### config.mk
export PLATFORM = sky130hd
export DESIGN_NAME = lsu_flat
export DESIGN_NICKNAME = d
export VERILOG_FILES = /design/src/rtl/lsu_if.sv /design/src/rtl/lsu.sv /design/src/flat_wrapper.sv
export SDC_FILE = /design/constraint.sdc
export NUM_CORES = 1
export LEC_CHECK = 0
export CORE_ASPECT_RATIO = 1.1
export CORE_MARGIN = 5
export CORE_UTILIZATION = 40
export DETAILED_ROUTE_END_ITERATION = 6
export GPL_ROUTABILITY_DRIVEN = 0
export GPL_TIMING_DRIVEN = 0
export PLACE_DENSITY_LB_ADDON = 0.2
export SYNTH_ARGS = -nofsm -noshare
export SYNTH_HDL_FRONTEND = slang
export SYNTH_SLANG_ARGS = --single-unit
export TNS_END_PERCENT = 1
### constraint.sdc
create_clock -name clk -period 2.4 [get_ports clk]
set_input_delay 0.48 -clock clk [delete_from_list [all_inputs] [get_ports clk]]
set_output_delay 0.48 -clock clk [all_outputs]
set_load 0.005 [all_outputs]
### src/rtl/lsu_if.sv
// Memory-side bus of the load/store unit: one read channel and one write channel.
// Handshake: valid, address and data stay stable from assertion until ready is seen high at a clock edge; valid then drops.
interface lsu_if #(
    parameter int DATA_BITS = 8,
    parameter int ADDR_BITS = 8
);
    logic                 mem_read_valid;
    logic [ADDR_BITS-1:0] mem_read_address;
    logic                 mem_read_ready;
    logic [DATA_BITS-1:0] mem_read_data;
    logic                 mem_write_valid;
    logic [ADDR_BITS-1:0] mem_write_address;
    logic [DATA_BITS-1:0] mem_write_data;
    logic                 mem_write_ready;

    modport master (
        output mem_read_valid, mem_read_address,
        input  mem_read_ready, mem_read_data,
        output mem_write_valid, mem_write_address, mem_write_data,
        input  mem_write_ready
    );

    modport slave (
        input  mem_read_valid, mem_read_address,
        output mem_read_ready, mem_read_data,
        input  mem_write_valid, mem_write_address, mem_write_data,
        output mem_write_ready
    );
endinterface

### src/rtl/lsu.sv
// Per-thread load/store unit issuing scalar or VECTOR_SIZE-element memory accesses.
// Optional WAITING timeout with lsu_error is enabled by defining LSU_TIMEOUT_EN.
module lsu #(
    parameter int DATA_BITS      = 8,
    parameter int ADDR_BITS      = 8,
    parameter int VECTOR_SIZE    = 4,
    parameter int TIMEOUT_CYCLES = 255
) (
    input  logic                             clk,
    input  logic                             reset,
    input  logic                             enable,
    input  logic [2:0]                       core_state,
    input  logic                             decoded_mem_read_enable,
    input  logic                             decoded_mem_write_enable,
    input  logic                             decoded_vector_mux,
    input  logic [DATA_BITS-1:0]             rs,
    input  logic [DATA_BITS-1:0]             rt,
    input  logic [VECTOR_SIZE*DATA_BITS-1:0] v_rt,
    lsu_if.master                            mem,
    output logic [1:0]                       lsu_state,
    output logic [DATA_BITS-1:0]             lsu_out,
    output logic [VECTOR_SIZE*DATA_BITS-1:0] v_lsu_out,
    output logic                             lsu_error
);
    localparam logic [2:0] CORE_REQUEST = 3'b011;
    localparam logic [2:0] CORE_UPDATE  = 3'b110;
    localparam int IDX_W  = (VECTOR_SIZE > 1) ? $clog2(VECTOR_SIZE) : 1;
    localparam int EXT_W  = (DATA_BITS > ADDR_BITS) ? DATA_BITS : ADDR_BITS;

    typedef enum logic [1:0] {
        S_IDLE       = 2'b00,
        S_REQUESTING = 2'b01,
        S_WAITING    = 2'b10,
        S_DONE       = 2'b11
    } state_t;

    state_t                           state_q, state_d;
    logic [IDX_W-1:0]                 idx_q, idx_d;
    logic                             is_read_q, is_read_d;
    logic                             is_vec_q, is_vec_d;
    logic                             rd_valid_q, rd_valid_d;
    logic [ADDR_BITS-1:0]             rd_addr_q, rd_addr_d;
    logic                             wr_valid_q, wr_valid_d;
    logic [ADDR_BITS-1:0]             wr_addr_q, wr_addr_d;
    logic [DATA_BITS-1:0]             wr_data_q, wr_data_d;
    logic [DATA_BITS-1:0]             lsu_out_q, lsu_out_d;
    logic [VECTOR_SIZE*DATA_BITS-1:0] v_lsu_out_q, v_lsu_out_d;
    logic                             err_q, err_d;

    logic [EXT_W-1:0]     rs_ext;
    logic [ADDR_BITS-1:0] req_addr;
    logic                 act_ready;
    logic                 last_elem;

    // rs is zero-extended when narrower than the address; the sum wraps silently.
    assign rs_ext    = EXT_W'(rs);
    assign req_addr  = rs_ext[ADDR_BITS-1:0] + ADDR_BITS'(idx_q);
    assign act_ready = is_read_q ? mem.mem_read_ready : mem.mem_write_ready;
    assign last_elem = !is_vec_q || (idx_q == IDX_W'(VECTOR_SIZE - 1));

`ifdef LSU_TIMEOUT_EN
    localparam int CNT_W = ($clog2(TIMEOUT_CYCLES + 1) > 8) ? $clog2(TIMEOUT_CYCLES + 1) : 8;
    logic [CNT_W-1:0] cnt_q, cnt_d;
`endif

    always_comb begin
        state_d     = state_q;
        idx_d       = idx_q;
        is_read_d   = is_read_q;
        is_vec_d    = is_vec_q;
        rd_valid_d  = rd_valid_q;
        rd_addr_d   = rd_addr_q;
        wr_valid_d  = wr_valid_q;
        wr_addr_d   = wr_addr_q;
        wr_data_d   = wr_data_q;
        lsu_out_d   = lsu_out_q;
        v_lsu_out_d = v_lsu_out_q;
        err_d       = err_q;
`ifdef LSU_TIMEOUT_EN
        cnt_d       = cnt_q;
`endif
        if (enable) begin
            case (state_q)
                S_IDLE: begin
                    if (core_state == CORE_REQUEST &&
                        (decoded_mem_read_enable || decoded_mem_write_enable)) begin
                        state_d   = S_REQUESTING;
                        idx_d     = '0;
                        is_read_d = decoded_mem_read_enable;
                        is_vec_d  = decoded_vector_mux;
                    end
                end
                S_REQUESTING: begin
                    state_d = S_WAITING;
`ifdef LSU_TIMEOUT_EN
                    cnt_d   = '0;
`endif
                    if (is_read_q) begin
                        rd_valid_d = 1'b1;
                        rd_addr_d  = req_addr;
                    end else begin
                        wr_valid_d = 1'b1;
                        wr_addr_d  = req_addr;
                        wr_data_d  = is_vec_q ? v_rt[32'(idx_q)*DATA_BITS +: DATA_BITS] : rt;
                    end
                end
                S_WAITING: begin
                    if (act_ready) begin
                        rd_valid_d = 1'b0;
                        wr_valid_d = 1'b0;
                        if (is_read_q) begin
                            if (is_vec_q)
                                v_lsu_out_d[32'(idx_q)*DATA_BITS +: DATA_BITS] = mem.mem_read_data;
                            else
                                lsu_out_d = mem.mem_read_data;
                        end
                        if (last_elem) begin
                            state_d = S_DONE;
                        end else begin
                            idx_d   = idx_q + 1'b1;
                            state_d = S_REQUESTING;
                        end
                    end
`ifdef LSU_TIMEOUT_EN
                    // The final waiting cycle is the one whose count is TIMEOUT_CYCLES-1.
                    else if (cnt_q == CNT_W'(TIMEOUT_CYCLES - 1)) begin
                        rd_valid_d = 1'b0;
                        wr_valid_d = 1'b0;
                        err_d      = 1'b1;
                        state_d    = S_DONE;
                    end else begin
                        cnt_d = cnt_q + 1'b1;
                    end
`endif
                end
                S_DONE: begin
                    if (core_state == CORE_UPDATE) begin
                        state_d = S_IDLE;
                        err_d   = 1'b0;
                    end
                end
                default: state_d = S_IDLE;
            endcase
        end
    end

    always_ff @(posedge clk or posedge reset) begin
        if (reset) begin
            state_q     <= S_IDLE;
            idx_q       <= '0;
            is_read_q   <= 1'b0;
            is_vec_q    <= 1'b0;
            rd_valid_q  <= 1'b0;
            rd_addr_q   <= '0;
            wr_valid_q  <= 1'b0;
            wr_addr_q   <= '0;
            wr_data_q   <= '0;
            lsu_out_q   <= '0;
            v_lsu_out_q <= '0;
            err_q       <= 1'b0;
        end else begin
            state_q     <= state_d;
            idx_q       <= idx_d;
            is_read_q   <= is_read_d;
            is_vec_q    <= is_vec_d;
            rd_valid_q  <= rd_valid_d;
            rd_addr_q   <= rd_addr_d;
            wr_valid_q  <= wr_valid_d;
            wr_addr_q   <= wr_addr_d;
            wr_data_q   <= wr_data_d;
            lsu_out_q   <= lsu_out_d;
            v_lsu_out_q <= v_lsu_out_d;
            err_q       <= err_d;
        end
    end

`ifdef LSU_TIMEOUT_EN
    always_ff @(posedge clk or posedge reset) begin
        if (reset) cnt_q <= '0;
        else       cnt_q <= cnt_d;
    end
    assign lsu_error = err_q;
`else
    assign lsu_error = 1'b0;
`endif

    assign mem.mem_read_valid    = rd_valid_q;
    assign mem.mem_read_address  = rd_addr_q;
    assign mem.mem_write_valid   = wr_valid_q;
    assign mem.mem_write_address = wr_addr_q;
    assign mem.mem_write_data    = wr_data_q;
    assign lsu_state             = state_q;
    assign lsu_out               = lsu_out_q;
    assign v_lsu_out             = v_lsu_out_q;
endmodule

### src/flat_wrapper.sv
// flat-port wrapper written by rule: the top's interface ports become plain ports
module lsu_flat 
#(
    parameter int DATA_BITS      = 8,
    parameter int ADDR_BITS      = 8,
    parameter int VECTOR_SIZE    = 4,
    parameter int TIMEOUT_CYCLES = 255
)
  (clk, reset, enable, core_state, decoded_mem_read_enable, decoded_mem_write_enable, decoded_vector_mux, rs, rt, v_rt, lsu_state, lsu_out, v_lsu_out, lsu_error, mem_mem_read_valid, mem_mem_read_address, mem_mem_read_ready, mem_mem_read_data, mem_mem_write_valid, mem_mem_write_address, mem_mem_write_data, mem_mem_write_ready);
  lsu_if #(.DATA_BITS(DATA_BITS), .ADDR_BITS(ADDR_BITS)) mem_i ();
  input  logic clk;
  input  logic reset;
  input  logic enable;
  input  logic [2:0] core_state;
  input  logic decoded_mem_read_enable;
  input  logic decoded_mem_write_enable;
  input  logic decoded_vector_mux;
  input  logic [DATA_BITS-1:0] rs;
  input  logic [DATA_BITS-1:0] rt;
  input  logic [VECTOR_SIZE*DATA_BITS-1:0] v_rt;
  output logic [1:0] lsu_state;
  output logic [DATA_BITS-1:0] lsu_out;
  output logic [VECTOR_SIZE*DATA_BITS-1:0] v_lsu_out;
  output logic lsu_error;
  output wire logic [$bits(mem_i.mem_read_valid)-1:0] mem_mem_read_valid;
  output wire logic [$bits(mem_i.mem_read_address)-1:0] mem_mem_read_address;
  input wire logic [$bits(mem_i.mem_read_ready)-1:0] mem_mem_read_ready;
  input wire logic [$bits(mem_i.mem_read_data)-1:0] mem_mem_read_data;
  output wire logic [$bits(mem_i.mem_write_valid)-1:0] mem_mem_write_valid;
  output wire logic [$bits(mem_i.mem_write_address)-1:0] mem_mem_write_address;
  output wire logic [$bits(mem_i.mem_write_data)-1:0] mem_mem_write_data;
  input wire logic [$bits(mem_i.mem_write_ready)-1:0] mem_mem_write_ready;
  assign mem_mem_read_valid = mem_i.mem_read_valid;
  assign mem_mem_read_address = mem_i.mem_read_address;
  assign mem_i.mem_read_ready = mem_mem_read_ready;
  assign mem_i.mem_read_data = mem_mem_read_data;
  assign mem_mem_write_valid = mem_i.mem_write_valid;
  assign mem_mem_write_address = mem_i.mem_write_address;
  assign mem_mem_write_data = mem_i.mem_write_data;
  assign mem_i.mem_write_ready = mem_mem_write_ready;
  lsu #(.DATA_BITS(DATA_BITS), .ADDR_BITS(ADDR_BITS), .VECTOR_SIZE(VECTOR_SIZE), .TIMEOUT_CYCLES(TIMEOUT_CYCLES)) u_core (.clk(clk), .reset(reset), .enable(enable), .core_state(core_state), .decoded_mem_read_enable(decoded_mem_read_enable), .decoded_mem_write_enable(decoded_mem_write_enable), .decoded_vector_mux(decoded_vector_mux), .rs(rs), .rt(rt), .v_rt(v_rt), .mem(mem_i), .lsu_state(lsu_state), .lsu_out(lsu_out), .v_lsu_out(v_lsu_out), .lsu_error(lsu_error));
endmodule
# --- After elaboration in Yosys (flattened, before gate mapping) ---
# Index checks and enable logic that the tools add are counted.
# Widths: inputs -> output; s select.
op_classes:
  muxes: 17
  eq_ne: 12
  add_sub_neg: 3
  n_reduce_logical: 16
  bitwise_logic: 2
  n_shift: 3
op_table:
  columns: ["operator", "n"]
  rows:
  - ["$neg 5->34", 1]
  - ["$shift 8x34->32 const A", 1]
  - ["$shiftx 8x34->32", 1]
  - ["$bwmux 32", 1]
  - ["$shiftx 32x6->8", 1]
  - ["$reduce_and 5->1", 3]
  - ["$mux 2", 7]
  - ["$reduce_and 4->1", 3]
  - ["$reduce_and 3->1", 3]
  - ["$add 8x2->8", 1]
  - ["$mux 8", 1]
  - ["$ne 2x1->1 const B", 4]
  - ["$pmux 2 s4", 1]
  - ["$eq 2x2->1 const B", 3]
  - ["$mux 1", 4]
  - ["$ne 2x2->1 const B", 2]
  - ["$pmux 1 s2", 2]
  - ["$pmux 2 s2", 1]
  - ["$reduce_bool 2->1", 2]
  - ["$eq 3x2->1 const B", 1]
  - ["$eq 3x3->1 const B", 1]
  - ["$add 2x1->2 const B", 1]
  - ["$eq 2x1->1 const B", 1]
  - ["$logic_not 2->1", 1]
  - ["4 further kinds", 6]
word_totals:
  out_inout_bits: 69
  ff_bits: 72
  elab_cells: 64
  inputBits: 67

# --- Logic depth before layout (Yosys ltp) ---
depth:
  word_depth: 5
  ltp_mapped: 7
  mapped_depth_nobuf: 6

# --- Worst setup path after synthesis ---
# No wires, ideal clock.
synth_path:
  path_kind: "reg-to-reg"
  start: "register u_core.idx_q[1]"
  end: "register u_core.v_lsu_out_q[16] (netlist: u_core.v_lsu_out[16])"
  setup_slack_ns: 0.633
  required_ns: 2.317
  n_path_buf: 1
  stages_incl_launch_ff: 7
  arrival_ns: 1.684
  cell_sequence: "dfrtp_1 -> buf_2 -> inv_1 -> ha_1 -> nor3b_2 -> nand2_1 -> o21ai_0"
synth_via:
  elab_chain_cells: 3
  elab_cells_between_ends: 4
  cone_classes: "add/sub: 1; shift: 2; mux: 1"
synth_lines:
  columns: ["item", "line_no", "text"]
  rows:
  - ["start, declared", "lsu.sv:38", "logic [IDX_W-1:0] idx_q, idx_d;"]
  - ["start signal, assigned", "lsu.sv:163", "idx_q <= idx_d;"]
  - ["$neg 5->34 (*)", "lsu.sv:113", "v_lsu_out_d[32'(idx_q)*DATA_BITS +: DATA_BITS] = mem.mem_read_data;"]
  - ["$shiftx 8x34->32 or $shift 8x34->32 (tied branches)", "lsu.sv:113", null]
  - ["$bwmux 32 (*)", "lsu.sv:113", null]
  - ["end signal, assigned", "lsu.sv:172", "v_lsu_out_q <= v_lsu_out_d;"]
  - ["end, declared", "lsu.sv:47", "logic [VECTOR_SIZE*DATA_BITS-1:0] v_lsu_out_q, v_lsu_out_d;"]
# Every way passes the cells marked *; elsewhere a longest branch is shown, timed or not.
# A chain may end at the register's enable or synchronous reset.

# --- Worst setup path in the final report ---
layout_path:
  start: "register u_core.idx_q[0]"
  end: "register u_core.v_lsu_out_q[19] (netlist: u_core.v_lsu_out[19])"
# Same word-level chain as after synthesis.

==> results.yml <==
cells_and_area:
  register_area_sq_um: 1800
  multi_input_area_sq_um: 1610
  final_layout_size_suffix_gt1_share_pct: 11.6
  fillCellCount: 734
  antenna_cells: 0
  utilization_pct: 60.0
  final_nets: 560
  area_delta_synth_final_pct: 48.0
global_route:
  grt_util_all_layers_pct: 18.0
  grt_overflow: 0
  grt_max_degree: 73
  grt_pass1_wl_um: 15200
  grt_pass1_vias: 3105
  antenna_found_initial: 0
floorplanning:
  rows: 36
  start_util_pct: 40.5
  die_w_um: 99.7
  num_io_pins: 136
  coreArea_sq_um: 8740
  die_area_sq_um: 10800
  die_h_um: 109
synth:
  synth.top_cell.area_share_pct: 50.9
  synth_cell_types: 37
  yosysWarnings: 0
  netlist_top_cells_area: "dfrtp_1 (51%), nand2_1 (9.1%), o21ai_0 (6.1%), ha_1 (4.6%), mux4_2 (4.5%)"
  synth_top_cell_by_area: "dfrtp_1"
  ys_seq_elements: 72
  synthCells: 335
  avgSynthCellArea_sq_um: 10.6
  syn_area_sq_um: 3540
  seq_area_frac_synth_pct: 50.9
  syn_nets: 416
routing:
  vias: 3000
  drtIter0Drc: 81
  drt-pass1-iter-count: 4
  vias_per_cell: 5.02
  route.detailed.drc: 0
  wl_um: 9360
  wl_per_cell_um: 15.6
  drtAntennaViolNets: 0
setup_path:
  cp-end-kind: "flop"
  critical-path-top-delay-family: "simple AND/OR/NAND/NOR gates"
  cp-start-kind: "flop"
  worst-path-max-fanout: 10
  cp_num_buf_inv: 2
  worst_path_max_delay_cell: "dfrtp_1"
  rr_worst_depth: 6
  cp.depth: 6
  crit_chain: "buf_6 > inv_2 > ha_1 > nor3b_2 > nand2_1 > o21ai_0"
  crit_required_ns: 2.66
  max_stage_delay_ns: 0.52
  worst_ep_arrival_time_ns: 2.41
  path_class: "reg -> reg"
placed_design:
  post-dp-hpwl_um: 7310
  io_buffers: 133
  pre_cts_ws_ns: 0.143
power:
  ir_drop_uv: 536
  static-leakage-power_nw: 2.27
  finalPower_mw: 4.78
  powerDensity_nw_per_um2: 912
worst_hold_path:
  hold_class: "reg -> reg"
  min_path_cells: 2
timing:
  tightest_slew_ns: 0.887
  skew_ns: 0.0115
  finalWorstSetupSlack_ns: 0.250
  rsz0062_at_grt: "no"
  tns_ns: 0
  clock.fmax_ghz: 0.465
  hold_viol: 0
  slew_violations: 0
  period_share_pct: 89.6
  period_minus_slack_ns: 2.15
  setup_viol: 0
  maxSlewHeadroom_pct: 40.9
run:
  cap_violations: 0
clock_tree:
  clkTransAtPathRegs_ns: 0.08
  clock-sinks: 72
  postCtsSetupBuffers: 0
  cts_tree: "done"
  h-tree-depth: 3
  cts_buffer_depth: 2
  ctsResizeCount: 0
  clockRootBuffer: "clkbuf_8"
  clk_latency_ns: 0.35
  numCtsBuffers: 9
  hold_buffers: 0
run_status:
  outcome: "finished, final reports clean"
## synth_stat cells (all sizes together)
cell type,number
nor3b,3
dfrtp,72
nor4,1
mux2,13
nor2,5
mux4,8
xor2,1
inv,9
fa,1
buf,12
xnor2,5
a41o,1
nand4,4
conb,1
mux2i,14
nand3,15
a21boi,1
nand3b,2
nand2b,1
clkbuf,3
and3,2
o21ai,56
ha,13
o31ai,2
nor2b,1
nor3,2
nand2,86
a21oi,1
## layer usage
layer	GRT usage (%)	vias to the layer above	part of all wire [%]
li1	-	1443	-
met1	20.2	1430	40
met2	31.8	113	50
met3	5.95	14	8.7
met4	6.73	0	1.5
met5	0	-	0
## flip-flops by register name (all words and copies together), names as in the netlist
signal and cells:
u_core.mem.mem_read_valid 1, u_core.mem.mem_write_address 8, u_core.mem.mem_read_address 8, u_core.mem.mem_write_valid 1, u_core.v_lsu_out 32, u_core.lsu_out 8, u_core.mem.mem_write_data 8, u_core.idx_q 2
u_core.lsu_state 2, u_core.is_read_q 1, u_core.is_vec_q 1
## area by class of cell
type                       count  area share, %
buffer                        15           1.91
clock buffer                  12           2.77
clock inverter                 4           1.48
inverter                       9          0.692
multi-input combinational    239           30.6
sequential                    72           34.4
tap                          114           2.72
timing repair buffer         133           25.4
## layout by cell type (no fill, tap or decap), types with 2 or more instances in the layout
cell type	count
inv_1	7
mux2_2	12
clkbuf_1	5
xnor2_1	5
bufinv_16	2
buf_6	3
dfrtp_1	72
nor3b_2	2
buf_4	4
clkdlybuf4s50_1	133
clkinv_4	2
mux4_2	7
mux2i_1	14
ha_1	13
o21ai_0	43
o31ai_1	2
and3_4	2
buf_2	5
nand2_1	86
clkbuf_8	10
nand3b_1	2
nor2_1	4
o21ai_1	13
nand3_1	15
nand4_1	4
## logic make-up (layout without fill, tap and decap cells)
group                      Yosys count  in the layout  share of synthesized area (%)
and+or+nand+nor                    122            122                           16.1
DFF                                 72             72                           50.9
AOI/OAI and AO/OA                   61             61                           9.08
muxes                               35             35                           13.4
buffers and inverters               24            173                           3.78
adders and majority gates           14             14                           5.16
xor gates and xnor gates             6              6                           1.48
other                                1              1                          0.106
## report_power, final
part / switching (mW) / internal (mW)
clock: 0.450 / 0.619
sequential: 0.211 / 1.53
combinational: 0.877 / 1.10
## worst register-to-register path, stage by stage, from the launching register on
cell,delay [ns]
dfrtp_1,0.52
buf_6,0.24
inv_2,0.12
ha_1,0.43
nor3b_2,0.47
nand2_1,0.11
o21ai_0,0.19
## stage by stage
| stage | hold slack [ns] | instances | instance area (sq um) |
|---|---|---|---|
| after global routing | 0.502 | 598 | 5240 |
| after CTS | 0.485 | 598 | 5240 |
| final | 0.475 | 598 | 5240 |
| after detailed placement | 0.469 | 582 | 5020 |
| after global placement | 0.461 | 582 | 5010 |
| after floorplan | 0.473 | 335 | 3540 |
## worst paths after layout
path | endpoint | slack (ns) | startpoint
setup / recovery | u_core.v_lsu_out[19] | 0.25 | u_core.idx_q[0]
hold / removal | u_core.mem.mem_write_data[7] | 0.48 | u_core.mem.mem_write_data[7]
setup reg to reg | u_core.v_lsu_out[19] | 0.25 | u_core.idx_q[0]
hold reg to reg | u_core.mem.mem_write_data[7] | 0.48 | u_core.mem.mem_write_data[7]
max in group asynchronous | u_core.lsu_out[5] | 1.13 | reset
min in group asynchronous | u_core.v_lsu_out[29] | 0.66 | reset
Power figures use the tool's default switching activity.
